$ cat config.mk
export PLATFORM = sky130hd
export DESIGN_NAME = frame_gen
export DESIGN_NICKNAME = d
export VERILOG_FILES = /design/src/rtl/frame_gen.sv
export SDC_FILE = /design/constraint.sdc
export NUM_CORES = 1
export LEC_CHECK = 0
export CAP_MARGIN = 20
export CORE_ASPECT_RATIO = 1.75
export CORE_UTILIZATION = 35
export CTS_CLUSTER_SIZE = 12
export DETAILED_ROUTE_END_ITERATION = 8
export PLACE_DENSITY = 0.67
export REMOVE_ABC_BUFFERS = 1
export SETUP_SLACK_MARGIN = 0.3
export SLEW_MARGIN = 25
export SYNTH_ARGS = -nofsm -noshare
export SYNTH_HDL_FRONTEND = slang
export SYNTH_SLANG_ARGS = --single-unit
$ cat constraint.sdc
create_clock -name clock_i -period 2.3 [get_ports clock_i]
set_clock_uncertainty 0.05 [all_clocks]
set_input_delay 0.23 -clock clock_i [delete_from_list [all_inputs] [get_ports clock_i]]
set_output_delay 0.23 -clock clock_i [all_outputs]
set_load 0.02 [all_outputs]
$ cat src/rtl/frame_gen.sv
// Framing stage: turns a length request into a head/valid/tail beat stream with
// a programmable idle gap after each frame; downstream stall freezes the stream.
module frame_gen #(
    parameter int LEN_W = 8,
    parameter int GAP   = 2
) (
    input  logic             clock_i,
    input  logic             reset_ni,
    input  logic             req_i,
    input  logic [LEN_W-1:0] req_len_i,
    input  logic             stall_i,
    output logic             ack_o,
    output logic             err_o,
    output logic             busy_o,
    output logic             head_o,
    output logic             tail_o,
    output logic             valid_o,
    output logic [LEN_W-1:0] beat_cnt_o
);

    localparam int GAP_W = (GAP > 2) ? $clog2(GAP) : 1;
    localparam logic [GAP_W-1:0] GAP_LOAD = GAP_W'((GAP > 0) ? GAP - 1 : 0);
    localparam logic [LEN_W-1:0] LEN_ONE  = LEN_W'(1);

    typedef enum logic [1:0] {
        S_IDLE,
        S_BEAT,
        S_GAP
    } state_t;

    state_t           state_q;
    logic [LEN_W-1:0] len_q;
    logic [LEN_W-1:0] beat_cnt_q;
    logic [GAP_W-1:0] gap_q;
    logic             ack_q;
    logic             err_q;
    logic             busy_q;
    logic             head_q;
    logic             tail_q;
    logic             valid_q;

    always_ff @(posedge clock_i or negedge reset_ni) begin
        if (!reset_ni) begin
            state_q    <= S_IDLE;
            len_q      <= '0;
            beat_cnt_q <= '0;
            gap_q      <= '0;
            ack_q      <= 1'b0;
            err_q      <= 1'b0;
            busy_q     <= 1'b0;
            head_q     <= 1'b0;
            tail_q     <= 1'b0;
            valid_q    <= 1'b0;
        end else begin
            ack_q <= 1'b0;
            err_q <= 1'b0;
            case (state_q)
                S_IDLE: begin
                    if (req_i) begin
                        if (req_len_i != '0) begin
                            state_q    <= S_BEAT;
                            len_q      <= req_len_i;
                            beat_cnt_q <= '0;
                            head_q     <= 1'b1;
                            tail_q     <= (req_len_i == LEN_ONE);
                            valid_q    <= 1'b1;
                            busy_q     <= 1'b1;
                            ack_q      <= 1'b1;
                        end else begin
                            err_q <= 1'b1;
                        end
                    end
                end
                S_BEAT: begin
                    // A stalled beat keeps every beat output exactly as it is.
                    if (!stall_i) begin
                        if (!tail_q) begin
                            beat_cnt_q <= beat_cnt_q + LEN_ONE;
                            head_q     <= 1'b0;
                            tail_q     <= ((beat_cnt_q + LEN_ONE) == (len_q - LEN_ONE));
                        end else begin
                            valid_q    <= 1'b0;
                            head_q     <= 1'b0;
                            tail_q     <= 1'b0;
                            beat_cnt_q <= '0;
                            if (GAP == 0) begin
                                state_q <= S_IDLE;
                                busy_q  <= 1'b0;
                            end else begin
                                state_q <= S_GAP;
                                gap_q   <= GAP_LOAD;
                            end
                        end
                    end
                end
                S_GAP: begin
                    if (gap_q == '0) begin
                        state_q <= S_IDLE;
                        busy_q  <= 1'b0;
                    end else begin
                        gap_q <= gap_q - GAP_W'(1);
                    end
                end
                default: begin
                    state_q <= S_IDLE;
                    busy_q  <= 1'b0;
                    valid_q <= 1'b0;
                    head_q  <= 1'b0;
                    tail_q  <= 1'b0;
                end
            endcase
        end
    end

    assign ack_o      = ack_q;
    assign err_o      = err_q;
    assign busy_o     = busy_q;
    assign head_o     = head_q;
    assign tail_o     = tail_q;
    assign valid_o    = valid_q;
    assign beat_cnt_o = beat_cnt_q;

endmodule

==> metrics <==
Top FF cell, synth dfrtp_1; critical path peak fanout 3; num rows 30; drt pass-1 iters 5; RSZ-0062 raised after global routing true; post-synthesis mux area share 5.655%; die area 4249 sq um; most used cell, CP or4_1; Worst R2R Path Depth 5; synth warn 0; Setup violations, final 0; gr usage total 15.45%; vias in the first global route 1199; clock latency on the worst-skew pair 0.28 ns; crit-path cells clkdlybuf4s50_1 -> or4_1 -> or4_1 -> o221a_2 -> o41ai_2; r2r setup slk 0.35 ns; Multi-input gate area 753.2 sq um; switching pwr 0.8685 mW; TNS Setup 0 ns; fmax 0.5126 GHz; Core ar. 3829 sq um; Synth top cells by count dfrtp_1 (25), o21ai_0 (15), nand2_1 (12); Post-synth EDFFs 0; GP Congestion 0.8285; drt wl/cell 13.65 microns; sequential fraction of the synthesis area 44.88%; grt total ovfl 0; n_diodes 0; clock share of power 11.9%; Reg area 626.9 sq um; area leader, netlist dfrtp_1; # clock sinks 25; Longest Clk Path Bufs 2; total internal power 1.357 mW; Pleak 0.7603 nW; synthesized area per cell 10.03 sq um; CTS buffer count 3; Area contributors post-synth dfrtp_1 (45%), mux2_2 (5.7%), o21ai_0 (5.4%); Yosys cell types 40; status finished clean; DRC errors left 0; Post-Syn Instances 139; switch share 39.03%; largest family of logic cells by synthesized area simple AND/OR/NAND/NOR gates; Compound-Gate Fraction of Synth Area 14.54%; fraction of registers with async set/reset 100.0%; Max Cap Viol 0; DIE HEIGHT 85.48 microns; post-layout power 2.225 mW; sequential cell fraction of total power 33.9%; CTS Hold Bufs 0; Final period util 84.81%; Critical Path RT 2.42 ns; crit-path max cell delay 0.59 ns; proportion of layout cells with a drive suffix above 1 21.47%; Area Growth Syn to Fin 32.59%; critical path class in -> reg; CP Depth 5; clock slew at reported path FFs 0.09 ns; post-synthesis simple-gate area fraction 21.36%; Vias/cell 5.342; xor-xnor portion of the synthesized cell area 9.425%; slowest CP cell or4_1; Worst-Margin Slew 0.5873 ns; Setup crit start kind input pin; Max Transition Viols Final 0; Antenna Nets Post-Route 0; WP buf/inv 1; Port Buffer Count 25; initial core utilization 36.41%; nets 192; synthesized area 1394 sq um; worst min path class in -> async; synthesized flop and latch total 25; Rel. slew slack 60.54%; Max H-tree Level 1; CTS tree built; top-area cell type share of the netlist area 44.88%; peak supply drop 0.7277 mV; initial antenna violation count 0; root buffer cell clkbuf_8; post-synthesis adder-cell area fraction 1.795%; Hold Fails Final Rpt 0; Filler cells 390; io pins 26; Worst Path Arrival 2.07 ns; largest net degree at the start of global routing 26; Worst setup EP type register; DR vias 1202; combinational group share of total power 54.2%; WL final 3.071 mm; die width 49.71 microns; most common cell in the synthesized netlist dfrtp_1; Tmin final 1.951 ns; dpl hpwl 2.264 mm; pwr dens 1204 nW/um^2; 1st-iter DRT viols 8; first-pass GRT wire length 5.043 mm; CP delay by family, top simple AND/OR/NAND/NOR gates
## final cells by class
type / count / area share [%]
Inverter: 4 / 0.8125
Sequential cell: 25 / 33.92
Multi-Input combinational cell: 106 / 40.76
Tap cell: 48 / 3.250
Clock buffer: 4 / 2.437
Timing Repair Buffer: 38 / 18.82
## through the flow
step                util (%)  std cells  instance area (sq um)  setup WS, ns  hold WS, ns
floorplan                  -        135                   1376        0.1190      -0.1156
global route           48.27        225                   1848        0.2748       0.3026
CTS                    47.94        225                   1836        0.3531       0.2711
detailed placement     45.23        214                   1732       0.06936       0.4504
finish                 48.27        225                   1848        0.3493       0.2569
global placement       45.23        214                   1732        0.1220       0.4400
## routing by layer
| layer | wire [microns] | up-vias | track usage (%) | part of all wire, % |
|---|---|---|---|---|
| met5 | 0 | - | 0 | 0 |
| met4 | 110 | 0 | 9.870 | 3.6 |
| met3 | 69 | 10 | 1.075 | 2.2 |
| met2 | 1672 | 28 | 28.26 | 54 |
| met1 | 1219 | 583 | 16.53 | 40 |
| li1 | - | 581 | - | - |
## final timing paths
| check | startpoint | to |
|---|---|---|
| setup / recovery | req_len_i[5] | tail_o |
| hold / removal | reset_ni | ack_o |
| setup reg to reg | len_q[3] | tail_o |
| hold reg to reg | gap_q | gap_q |
| max in group asynchronous | reset_ni | len_q[3] |
| min in group clock_i | gap_q | gap_q |
## placed cells by master, fill, tap and decap left out, drive strengths merged, types with 2 or more instances in the layout
| cell | n |
|---|---|
| mux2 | 7 |
| nand2 | 12 |
| buf | 13 |
| a21oi | 4 |
| nand2b | 2 |
| o2bb2ai | 2 |
| xor2 | 7 |
| nand3 | 5 |
| o211ai | 2 |
| or4 | 3 |
| a211oi | 2 |
| or3 | 4 |
| clkbuf | 4 |
| o21ai | 15 |
| ha | 2 |
| nor4 | 2 |
| nor2 | 8 |
| dfrtp | 25 |
| nor3 | 4 |
| clkdlybuf4s50 | 25 |
| and3 | 3 |
| inv | 4 |
| xnor2 | 8 |
| nor3b | 3 |
## power groups by stage
stage / registers [mW] / logic (mW) / clock network (mW)
final: 0.755 / 1.21 / 0.265
after global placement: 0.778 / 1.04 / 0
after global routing: 0.783 / 1.31 / 0.278
after floorplan: 0.841 / 0.634 / 0
after detailed placement: 0.782 / 1.06 / 0
after CTS: 0.752 / 1.20 / 0.269
## registers in the layout, indices dropped and copies added, names as in the netlist
| register | flops |
|---|---|
| gap_q | 1 |
| beat_cnt_o | 8 |
| valid_o | 1 |
| state_q | 2 |
| busy_o | 1 |
| tail_o | 1 |
| err_o | 1 |
| head_o | 1 |
| ack_o | 1 |
| len_q | 8 |
## kinds of logic after synthesis
logic type / Yosys count
adder cells (fa/ha/maj): 2
AND/OR/NAND/NOR: 51
buffers and inverters: 8
AO/OA/AOI/OAI: 31
multiplexers: 7
flip-flops: 25
XOR/XNOR: 15
## timing repair
| action | in CTS | in global routing |
|---|---|---|
| endpoints found under the setup margin | 1 | 1 |
| setup buffers | 7 | 0 |
| pin swaps | 3 | 1 |
| cloned | 0 | 0 |
| gates resized for setup | 4 | 3 |
No activity file was read; power rests on OpenSTA's default activity.
